## src/rtl/rx_chain_sequencer.sv

```systemverilog
//==============================================================================
// rx_chain_sequencer: sequences samples -> PAM4 decoder -> gray decoder -> words
// Optional PRBS7 bit checker under RX_PRBS_CHECK_EN.   Rev 1.0
//==============================================================================
`default_nettype none

module rx_chain_sequencer #(
   parameter int WORD_W      = 32,
   parameter int LEN_W       = 16,
   parameter int TIMEOUT_CYC = 64
) (
   input  logic              clk_clk,
   input  logic              reset_reset_n,
   input  logic              start,
   input  logic [LEN_W-1:0]  frame_len,
   output logic              busy,
   output logic              done,
   output logic              timeout_err,
   output logic [LEN_W-1:0]  sym_count,
   input  logic [7:0]        sample_in,
   input  logic              sample_in_valid,
   output logic              sample_in_ready,
   output logic [7:0]        level_out,
   output logic              level_out_valid,
   input  logic [1:0]        symbol_in,
   input  logic              symbol_in_valid,
   output logic [1:0]        gray_sym_out,
   output logic              gray_sym_out_valid,
   input  logic              bit_in,
   input  logic              bit_in_valid,
   output logic [WORD_W-1:0] word_out,
   output logic              word_out_valid,
   input  logic              word_out_ready
`ifdef RX_PRBS_CHECK_EN
   ,
   output logic [15:0]       err_count
`endif
);

   localparam int BC_W = $clog2(WORD_W + 1);
   localparam int TM_W = $clog2(TIMEOUT_CYC);
   localparam logic [BC_W-1:0] BC_FULL = BC_W'(WORD_W);
   localparam logic [BC_W-1:0] BC_ROOM = BC_W'(WORD_W - 2);
   localparam logic [TM_W-1:0] TM_MAX  = TM_W'(TIMEOUT_CYC - 1);

   typedef enum logic [2:0] {
      IDLE      = 3'd0,
      ISSUE     = 3'd1,
      WAIT_SYM  = 3'd2,
      WAIT_BITS = 3'd3,
      FLUSH     = 3'd4,
      DONE      = 3'd5,
      ERR       = 3'd6
   } state_t;

   state_t            state, state_nxt;
   logic [LEN_W-1:0]  len;
   logic [LEN_W-1:0]  sym_count_inc;
   logic [BC_W-1:0]   bitcnt;
   logic [TM_W-1:0]   timer;
   logic              second_bit;
   logic              accept_start, take_sample, take_sym, take_bit, last_bit, tmo, align;

   assign sym_count_inc   = sym_count + LEN_W'(1);
   assign word_out_valid  = (bitcnt == BC_FULL);
   assign sample_in_ready = (state == ISSUE) && (bitcnt <= BC_ROOM) && !word_out_valid;
   assign busy            = (state == ISSUE) || (state == WAIT_SYM) ||
                            (state == WAIT_BITS) || (state == FLUSH);
   assign done            = (state == DONE);

   always_ff @(posedge clk_clk or negedge reset_reset_n) begin
      if (!reset_reset_n) state <= IDLE;
      else                state <= state_nxt;
   end

   always_comb begin
      state_nxt    = state;
      accept_start = 1'b0;
      take_sample  = 1'b0;
      take_sym     = 1'b0;
      take_bit     = 1'b0;
      last_bit     = 1'b0;
      tmo          = 1'b0;
      align        = 1'b0;
      case (state)
         IDLE: begin
            if (start && (frame_len != '0)) begin
               accept_start = 1'b1;
               state_nxt    = ISSUE;
            end
         end
         ISSUE: begin
            if (sample_in_valid && sample_in_ready) begin
               take_sample = 1'b1;
               state_nxt   = WAIT_SYM;
            end
         end
         WAIT_SYM: begin
            if (symbol_in_valid) begin
               take_sym  = 1'b1;
               state_nxt = WAIT_BITS;
            end else if (timer == TM_MAX) begin
               tmo       = 1'b1;
               state_nxt = ERR;
            end
         end
         WAIT_BITS: begin
            if (bit_in_valid) begin
               take_bit = 1'b1;
               if (second_bit) begin
                  last_bit  = 1'b1;
                  state_nxt = (sym_count_inc == len) ? FLUSH : ISSUE;
               end
            end else if (timer == TM_MAX) begin
               tmo       = 1'b1;
               state_nxt = ERR;
            end
         end
         FLUSH: begin
            // A partial word is left-aligned once, which also marks it full.
            if (bitcnt == '0)         state_nxt = DONE;
            else if (!word_out_valid) align     = 1'b1;
         end
         DONE:    state_nxt = IDLE;
         ERR:     state_nxt = IDLE;
         default: state_nxt = IDLE;
      endcase
   end

   always_ff @(posedge clk_clk or negedge reset_reset_n) begin
      if (!reset_reset_n) begin
         len                <= '0;
         sym_count          <= '0;
         bitcnt             <= '0;
         word_out           <= '0;
         timer              <= '0;
         second_bit         <= 1'b0;
         timeout_err        <= 1'b0;
         level_out          <= '0;
         level_out_valid    <= 1'b0;
         gray_sym_out       <= '0;
         gray_sym_out_valid <= 1'b0;
      end else begin
         level_out_valid    <= take_sample;
         gray_sym_out_valid <= take_sym;
         if (take_sample) level_out    <= sample_in;
         if (take_sym)    gray_sym_out <= symbol_in;

         if (take_sample || take_sym || take_bit || tmo)
            timer <= '0;
         else if ((state == WAIT_SYM) || (state == WAIT_BITS))
            timer <= timer + TM_W'(1);

         if (accept_start || tmo) second_bit <= 1'b0;
         else if (take_bit)       second_bit <= ~second_bit;

         if (accept_start) begin
            len         <= frame_len;
            sym_count   <= '0;
            timeout_err <= 1'b0;
         end else if (last_bit) begin
            sym_count   <= sym_count_inc;
         end else if (tmo) begin
            timeout_err <= 1'b1;
         end

         if (accept_start || tmo) begin
            bitcnt   <= '0;
            word_out <= '0;
         end else if (take_bit) begin
            word_out <= {word_out[WORD_W-2:0], bit_in};
            bitcnt   <= bitcnt + BC_W'(1);
         end else if (align) begin
            word_out <= word_out << (BC_FULL - bitcnt);
            bitcnt   <= BC_FULL;
         end else if (word_out_valid && word_out_ready) begin
            bitcnt   <= '0;
         end
      end
   end

`ifdef RX_PRBS_CHECK_EN
   logic [6:0] prbs;
   logic       prbs_bit;

   assign prbs_bit = prbs[6] ^ prbs[5];

   always_ff @(posedge clk_clk or negedge reset_reset_n) begin
      if (!reset_reset_n) begin
         prbs      <= 7'h7F;
         err_count <= '0;
      end else if (accept_start) begin
         prbs      <= 7'h7F;
         err_count <= '0;
      end else if (take_bit) begin
         prbs <= {prbs[5:0], prbs_bit};
         if ((bit_in != prbs_bit) && (err_count != 16'hFFFF))
            err_count <= err_count + 16'd1;
      end
   end
`endif

endmodule

`default_nettype wire

```

## config.mk

```make
export PLATFORM = sky130hd
export DESIGN_NAME = rx_chain_sequencer
export DESIGN_NICKNAME = d
export VERILOG_FILES = /design/src/rtl/rx_chain_sequencer.sv
export SDC_FILE = /design/constraint.sdc
export NUM_CORES = 1
export LEC_CHECK = 0
export BUFFER_PORTS_ARGS = -buffer_cell sky130_fd_sc_hd__buf_2
export CAP_MARGIN = 20
export CELL_PAD_IN_SITES_DETAIL_PLACEMENT = 0
export CELL_PAD_IN_SITES_GLOBAL_PLACEMENT = 1
export CORE_UTILIZATION = 44
export CTS_CLUSTER_SIZE = 20
export DETAILED_ROUTE_END_ITERATION = 10
export HOLD_SLACK_MARGIN = 0.12
export PLACE_DENSITY = 0.9
export RECOVER_POWER = 100
export SYNTH_ARGS = -nofsm -noshare
export SYNTH_HDL_FRONTEND = slang
export SYNTH_SLANG_ARGS = --single-unit
export TNS_END_PERCENT = 30
```

## constraint.sdc

```tcl
create_clock -name clk_clk -period 4.5 [get_ports clk_clk]
set_input_delay 0.9 -clock clk_clk [delete_from_list [all_inputs] [get_ports clk_clk]]
set_output_delay 0.9 -clock clk_clk [all_outputs]
set_load 0.01 [all_outputs]
```

# ---- Word level (Yosys, flattened, before mapping)
# Index checks and enable logic that the tools add are counted.
dict set report totals {
  latch_bits 0
  n_memories 0
  ff_bits 93
  output_inout_bits 65
  wordCells 100
  in_bits 34
  rom_bits 0
  ram_bits 0
}
dict set report classes {
  n_eq_ne 13
  muxes 43
  n_reduce_logical 25
  n_div 0
  n_lt_le_gt_ge 1
  bitwise 1
  n_shift 1
  multipliers 0
  addsub 4
}
# op n
set ops {}
lappend ops {{$mux 32} 3}
lappend ops {{$mux 6} 6}
lappend ops {{$mux 16} 2}
lappend ops {{$shl 32x6->32} 1}
lappend ops {{$mux 3} 8}
lappend ops {{$mux 1} 22}
lappend ops {{$add 16x1->16 const B} 1}
lappend ops {{$eq 16x16->1} 1}
lappend ops {{$reduce_bool 16->1} 1}
lappend ops {{$pmux 3 s5} 1}
lappend ops {{$add 6x1->6 const B} 2}
lappend ops {{$eq 6x6->1 const B} 2}
lappend ops {{$logic_or 1x1->1} 8}
lappend ops {{$reduce_bool 2->1} 4}
lappend ops {{$eq 3x2->1 const B} 2}
lappend ops {{$eq 3x3->1 const B} 2}
lappend ops {{$le 6x5->1 const B} 1}
lappend ops {{$logic_not 6->1} 1}
lappend ops {{$sub 6x6->6 const A} 1}
lappend ops {{$logic_and 1x1->1} 5}
lappend ops {{$ne 2x1->1 const B} 2}
lappend ops {{$ne 2x2->1 const B} 2}
lappend ops {{$reduce_and 4->1} 1}
lappend ops {{$reduce_bool 4->1} 1}
lappend ops {{other kinds (8)} 8}

# ---- Logic depth before layout (Yosys ltp)
# Gate-level depths: netlist of run 1.
dict set report depth {
  depth_word 10
  depth_mapped 14
  ltp_nobuf 8
}

# ---- Worst setup path after synthesis of run 1
# Ideal clock, no wire load.
dict set report synth_path {
  path_kind {reg-to-reg}
  from {register bitcnt[0]}
  to {register word_out[22]}
  n_path_buf 5
  setup_time_ps 134
  required_ps 4366
  stages_incl_launch_ff 14
  period_less_slack_ps 3604
  path_slack_ps 896
  arrival_time_ps 3470
  cell_sequence {dfrtp_1 buf_2 buf_2 inv_1 buf_1 ha_1 clkbuf_1 buf_2 mux2_2 mux4_2 nand2_1 o21ai_0 a222oi_1 o21ai_0}
}
dict set report synth_between {
  elab_chain_cells 5
  elab_cells_between_ends 11
  classes_between {1 x add/sub; 1 x eq/ne; 1 x shift; 6 x mux; 2 x reduce/logical}
}
# element line_no
set synth_lines {}
lappend synth_lines {{start, declared} 59} ;# logic [BC_W-1:0] bitcnt;
lappend synth_lines {{start signal, assigned} 172} ;# bitcnt <= bitcnt + BC_W'(1);
lappend synth_lines {{$sub 6x6->6 or $eq 6x6->1 (tied branches)} {174, 65}}
lappend synth_lines {{$shl 32x6->32 or $mux 1 (tied branches)} {174, 122}}
lappend synth_lines {{$mux 32 or $mux 1 (tied branches)} {173, 121}}
lappend synth_lines {{$mux 32 or $mux 1 (tied branches)} {170, 85}}
lappend synth_lines {{$mux 32 or $reduce_bool 3->1 (tied branches)} --}
lappend synth_lines {{end signal, assigned} 171} ;# word_out <= {word_out[WORD_W-2:0], bit_in};
lappend synth_lines {{end signal, assigned} 174} ;# word_out <= word_out << (BC_FULL - bitcnt);
lappend synth_lines {{end, declared} 31} ;# output logic [WORD_W-1:0] word_out,
# Parallel ways exist; a longest one is shown, timed or not. The select of a mux whose other input is x is not followed.
# A chain may end at the register's enable or synchronous reset.

# ---- Worst setup path in the final report of run 1
dict set report layout_path {
  from {register bitcnt[0]}
  to {register word_out[29]}
}
# The elaborated chain is that of the path after synthesis.

==> results list, run 1 <==
- CP dominant cell by count: buf_4
* Peak per-stage delay on the critical path: 1.32 ns
* Number of sinks handled by clock tree synthesis: 93
- Pin count of the biggest net entering global routing: 64
- The final max-slew violation count is about 130.
- The number of global-route vias before repair came to 5659.
- Total track usage: 25.2%
- No sink is reached through more buffers than the 2 on the longest clock path.
- CTS HTree Levels: 3
- Antenna violation net count after detailed routing: 0
- Cell area after technology mapping: about 6400 um2
- The worst setup path is captured at a register.
- Registers are responsible for a little under a third of the overall power.
- Of the available clock period, the critical path in the final layout requires 82.8%.
* Clock slew seen by the registers of the worst setup and hold paths: around 0.070 ns
- Max_slew headroom: -10.7%
- Highest fanout seen on the critical path: 36
* Number of setup violations in the final report: 0
- The synthesized design contains 0 enable-type register cells.
- Die area: ~15000 um2
- Top flip-flop cell by instance count after synthesis: dfrtp_1
- Summing all multi-input logic gate instances after layout gives around 3800 um2.
- Horizontal die dimension: around 120 um
- Worst VDD drop: 425 uV
* First-pass GRT wire length: approximately 29000 um
- Estimated wirelength of the detail-placed design: 12900 um
* Setup repair after global routing missed its margin: no
- For the worst setup path, the data arrival time is 3.97 ns.
- The total area inside the core boundary comes to about 14000 um2.
- Synthesis handed over a netlist of 700 instances.
- Power dissipated by switching net loads: 2.04 mW
* Floorplan die height: 123 um
- Cell with the biggest individual delay on the critical path: ha_1
- CTS Hold Bufs: 0
- Data required, critical path: 4.75 ns
- Initial Utilization: 45.6%
- For this run the aggregate overflow at the end of global routing stands at 0.
* Vias per std cell: slightly above 6
* Highest-count cells in the layout ignoring fill and taps: 134 x nand2_1, 93 x dfrtp_1, 69 x clkbuf_1
- Total of cells resized after clock tree synthesis: 0
* CTS tree: built
- After detailed routing, the average wire length per cell comes to 18.9 um.
- CP Launch Type: register
- For this run, design rule violations remaining after detail routing come to 0.
* #FFs+latches synth: 93
- 1st-pass router iterations: 5
- Layout cell share with drive strength beyond 1: 14.7%
* Hold_sp: len[10]
- Port buffering added 98 buffers.
- Number of distinct library cells after synthesis: between 60 and 70
- I/O pin count: 99
- Across the run, the number of max-cap violations was 3.
- Filler cell count in the final layout: around 1400
- For the pin with the worst max-slew slack, the measured transition is 1.66 ns.
- F_max: ~270 MHz
* Cell Rows: 43
* Number of DRC markers in iteration 0: 515
* Beginning of the critical path: bitcnt[0]
* Clock network fraction of total power: 17.2%
- Counting both buffers and inverters, the worst setup path holds a total of 3.
- Cell internal power was estimated by the tool at 2.37 mW.
* Cell types occupying the most area after synthesis: dfrtp_1 36%, mux4_2 8.8%, nand2_1 7.9%, mux2i_1 5.8%, mux2_2 3.5%
- WL final: 18000 um
- Minimum period implied by the final worst setup slack: ~3.7 ns
* Total via count in the routed design: 5858
* Final TNS setup: 0 ns
- Most common cell after layout, fill and taps aside: nand2_1
- Across the routed clock network, the largest skew measured is 0.00928 ns.
- The final count of hold timing violations was 0.
- At the end of the flow, the number of nets in the layout was 810.
* Share of the synthesized area in the top cell type: 36.3%
- Result of the run: finished, violations left
- The cell family contributing the most delay on the critical path is adder cells.
* Post-Place Setup Slack: 1.25 ns
- Yosys printed 0 warnings.
* Cell Pwr Density: 612 nW/um2
- Dividing the synthesized area by the synthesized cell count gives 9.15 um2.
* Failing checks: max-capacitance violations, max-slew violations
* Classification of the worst setup path: reg2reg
* Number of post-CTS setup repair buffers: 0
* Crit path cell chain: inv_1, buf_4, ha_1, buf_4, mux4_2, mux2_1, nor2_1, a311o_1, a21oi_1, a221o_1
* Antenna cells: 0
- Critical register-to-register path startpoint: bitcnt[0]
- Combinational share of power: 52.8%
- Registers take 2330 um2.
- Of all flip-flops after synthesis, the portion carrying an async set or reset was 100%.
- Clock tree synthesis inserted a total of 9 buffers.
- The number of antenna violations at the first check in global routing came to 0.
- From synthesis to final layout, the design area changed by 12.5%.
- Sequential share of the synthesized area: 36.3%
* Total leakage power: 2.97 nW
- The root buffer cell chosen for the clock tree is clkbuf_16.
- The path class of the tightest hold or removal check is reg2reg.
- Cell type contributing the most total cell area after synthesis: dfrtp_1
- The number of nets in the synthesized netlist is 739.
- Net Sw Frac: 46.3%
* Setup slack after layout: 0.775 ns
- At the later pin of the worst-skew pair, clock insertion delay measures 0.36 ns.
- Global placement routability congestion: 0.940
[path summary, 6_finish.rpt]
path | end | slack (ns) | depth (start not counted)
max | word_out[29] | 0.78 | 10
min | len[10] | 0.50 | 2
max reg2reg | word_out[29] | 0.78 | 10
min reg2reg | len[10] | 0.50 | 2
max in group asynchronous | second_bit | 1.28 | 2
min in group asynchronous | word_out[20] | 0.94 | 1
[cell families (layout without fill, tap and decap cells)]
family                     after synthesis  count (layout)  synth area share (%)
DFF                                     93              93                  36.3
and+or+nand+nor                        282             282                  20.5
AOI/OAI and AO/OA                      128             128                  13.6
muxes                                   82              82                  18.1
xor gates and xnor gates                45              45                  6.15
buffers and inverters                   65             141                  4.37
adders and majority gates                5               5                 0.976
[stage by stage]
| stage | utilization, % | area (um2) | cells | power (mW) | hold WS, ns |
|---|---|---|---|---|---|
| after global routing | 51.3 | 7210 | 956 | 4.69 | 0.521 |
| after CTS | 52.1 | 7320 | 956 | 4.44 | 0.505 |
| after detailed placement | 50.0 | 7020 | 940 | 3.67 | 0.487 |
| final | 51.3 | 7210 | 956 | 4.41 | 0.499 |
| after floorplan | - | 6410 | 700 | 3.00 | 0.455 |
| after global placement | 49.9 | 7010 | 939 | 3.60 | 0.483 |
[flip-flops by register name, indices dropped and copies added (netlist names)]
register	cells
word_out	32
len	16
sym_count	16
level_out	8
bitcnt	6
timer	6
state	3
gray_sym_out	2
gray_sym_out_valid	1
level_out_valid	1
second_bit	1
timeout_err	1
[synthesized netlist by cell type, drive strengths merged, types with 14 or more instances]
library cell,number
a21oi,22
a22oi,14
buf,19
clkbuf,32
dfrtp,93
inv,14
mux2,20
mux2i,37
mux4,25
nand2,134
nand3,24
nor2,49
o21ai,39
xnor2,25
xor2,20
[cell type report]
| type | instances | area share, % |
|---|---|---|
| well taps | 180 | 3.12 |
| repair buffers | 111 | 6.86 |
| flip-flops and latches | 93 | 32.3 |
| clock buffers | 10 | 3.31 |
| clock inverters | 6 | 0.729 |
| inverters | 14 | 0.729 |
| multi-input cells | 542 | 53.0 |
[power by group through the flow]
stage,combinational [mW],clock [mW],sequential [mW]
2_1_floorplan,1.71,0,1.29
4_1_cts,2.35,0.774,1.32
5_1_grt,2.53,0.807,1.36
3_5_place_dp,2.34,0,1.33
6_report,2.33,0.759,1.32
3_3_place_gp,2.28,0,1.31
[layer usage]
metal  GRT usage [%]  part of all wire [%]  wire length, um  vias to the layer above
met1            33.6                    43             7770                     2842
met3            5.16                   8.0             1440                       45
met4            12.6                   2.8              497                        0
met5               0                     0                0                        -
li1                -                     -                -                     2692
met2            38.6                    46             8340                      279
[tightest hold or removal path: stages (launching register included)]
cell and delay (ns):
dfrtp_1 0.36, nand2_1 0.05, nand2_1 0.05
No activity file was read; power rests on OpenSTA's default activity.
==> inputs of run 2 (changes only) <==
- CORE_UTILIZATION: 44 -> 40
- PLACE_DENSITY: 0.9 -> 0.87
- clock period: 4.5 -> 3.19 ns (I/O delays scaled with it)
==> run 2 against run 1 <==
  * The flow still finishes with violations (max-capacitance violations, max-slew violations)
  * Die area increased by 9.8%
  * First-iteration DRC count increased by 8.2%
  * Critical path depth unchanged
  * Worst hold slack got worse by 0.015 ns
  * Flip-flop and latch count unchanged
  * Sequential power increased by 41%
  * Routed wire length increased by 1.1%
  * Core utilization decreased by 3.4 points
  * Clock-buffer cell count increased by 2
  * Global-route usage decreased by 2.1 points
  * Non-clock buffer count increased by 14
==> results list, run 2 (same netlist as run 1, synthesis figures left out) <==
- Antenna violation net count after detailed routing: 0
- Register-to-register setup slack: 0.33 ns
- Detailed routing inserted a total of 5836 vias.
* Cell Pwr Density: around 870 nW/um2
* Regs by FF count: word_out x32, len x16, sym_count x16
- At the worst endpoint, the required time is between 3 and 4 ns.
* CTS tree: built
- The worst setup path is captured at a register.
- CP Launch Type: register
- Result of the run: finished, violations left
* Number of post-CTS setup repair buffers: 0
- Arrival time at the worst endpoint: 3.14 ns
* Crit path cell chain: inv_1, ha_2, nor3b_1, xor2_1, clkbuf_1, and4_1, buf_4, nand2_1, o31ai_1, a22o_1
* Clock slew seen by the registers of the worst setup and hold paths: 0.07 ns
- Remaining DRCs: 0
- Layout cell share with drive strength beyond 1: 15.8%
- Max-cap violations: 1
- CTS HTree Levels: 3
- Number of endpoints with negative hold slack in the final report: 0
- On the critical path, the stage with the largest delay is an instance of dfrtp_1.
- The tree is rooted in a clkbuf_16.
- Via count of the first global-routing pass: approximately 5500
* Floorplan die height: 129 um
* Largest register by flop count: word_out
* 1st-pass router iterations: 5
- Across the VDD grid, the largest voltage drop is between 400 and 500 uV.
- Max_slew headroom: -20.7%
- Failing checks: max-capacitance violations, max-slew violations
- Setup violations remaining at the end of the flow were counted as 0.
- Global placement routability congestion: 0.873
- Setup repair after global routing missed its margin: no
* Clock latency of the later-clocked register in the worst-skew pair: between 0.3 and 0.4 ns
- Counting the fill cells in the layout gives between 1500 and 2000.
- The detailed router finished its first iteration with 557 violations.
- Number of pins with negative max-slew slack in the final report: 70
- Buffers inserted during clock tree synthesis total 9.
- For this configuration, the core starts out at a cell density of 41.5%.
* DR WL/cell: approximately 18 um
- Total congestion overflow after global routing: 0
- Buffers placed on the I/O ports in this run total 98.
* Skew final: 0.00859 ns
* CTS Hold Bufs: 0
- Tcrit/Tclk final: 89.5%
- I/O pin count: 99
* Pin count of the biggest net entering global routing: 70
* Total Nets Final: between 800 and 900
* Highest fanout seen on the critical path: 18
- For the pin with the worst max-slew slack, the measured transition is between 1.5 and 2 ns.
* First-pass GRT wire length: 29500 um
* Flip-flop count of the largest register, all copies and words added: 32
- The die covers 16500 um2.
- Subtracting the final worst setup slack from the clock period gives 2.86 ns.
* WL final: around 18000 um
* Maximum number of buffers from clock root to sink: 2
* Total of cells resized after clock tree synthesis: 0
* Total leakage power: around 3.0 nW
- Estimated wirelength of the detail-placed design: 13000 um
* F_max: 350 MHz
* Classification of the worst setup path: reg2reg
- Share of the core filled with cells: 47.9%
- Leaving out fill and tap cells, the most frequent cells in the layout are 134 x nand2_1, 93 x dfrtp_1, 75 x clkbuf_1.
- Relative to the synthesized area, the layout overhead comes to 15.4%.
- In this run the core area contains 45 standard-cell rows.
- The worst hold path belongs to the class in2reg.
- The library cell used most frequently in the layout, excluding fill and tap cells, is nand2_1.
* Final TNS setup: 0 ns
- The die is ~130 um wide.
- Area of the core: 15400 um2
- Total track usage: between 20% and 30%
* Area taken by multi-input logic gates: 3840 um2
- The number of antenna diodes in the final layout is 0.
- Peak per-stage delay on the critical path: roughly 0.47 ns
- CTS saw 93 sinks.
* Area of all sequential standard cells: 2330 um2
* Vias per std cell: about 5.8
- Antenna violations before repair: 0
run 2: cell count changes in the layout (fill, tap and decap cells not counted), moves of 2 or more:
cell / change
buf_4: +6
clkbuf_1: +6
buf_2: +2
bufinv_16: +2
clkinvlp_4: -2
inv_6: -2
run 2: routing by layer:
| metal | wire, um | part of all wire (%) | global-route usage, % | up-vias |
|---|---|---|---|---|
| li1 | - | - | - | 2719 |
| met5 | 0 | 0 | 0 | - |
| met4 | 356 | 2.0 | 9.41 | 0 |
| met3 | 1330 | 7.3 | 5.03 | 30 |
| met2 | 8260 | 45 | 35.2 | 277 |
| met1 | 8300 | 45 | 31.6 | 2810 |
run 2: where the power goes:
group / switching, mW / internal, mW / total [mW]
combinational: 2.02 / 1.38 / 3.40
sequential: 0.375 / 1.48 / 1.86
clock: 0.475 / 0.728 / 1.20
total: 2.87 / 3.59 / 6.46
run 2: cell type report:
class / instances / share of cell area (%)
sequential: 93 / 31.5
multi-input combinational: 542 / 51.9
tap: 211 / 3.57
timing repair buffer: 125 / 7.95
inverter: 14 / 0.711
clock inverter: 3 / 0.931
clock buffer: 12 / 3.47
run 2: final timing paths:
kind                          startpoint      endpoint  cells after the start
setup / recovery               bitcnt[1]   word_out[3]                     10
hold / removal              frame_len[9]        len[9]                      3
setup reg to reg               bitcnt[1]   word_out[3]                     10
hold reg to reg                   len[6]        len[6]                      2
max in group asynchronous  reset_reset_n     bitcnt[0]                      2
min in group asynchronous  reset_reset_n  word_out[29]                      1
run 2: worst max-delay path: cells and delay by family (launching register included):
kind / cells / cell delay (ns)
AO/OA/AOI/OAI: 2 / 0.38
XOR/XNOR: 1 / 0.18
adder cells (fa/ha/maj): 1 / 0.26
buffers and inverters: 3 / 0.70
flip-flops: 1 / 0.47
AND/OR/NAND/NOR: 3 / 0.80
run 2: stage by stage:
stage	area [um2]	setup WS [ns]	hold slack [ns]	total power, mW	std cells
6_report	7390	0.335	0.484	6.46	1000
5_1_grt	7390	0.110	0.477	6.90	1000
4_1_cts	7530	0.401	0.455	6.55	1000
3_5_place_dp	7200	0.431	0.486	5.31	985
3_3_place_gp	7200	0.448	0.482	5.28	985
2_1_floorplan	6420	0.0246	0.342	4.26	700
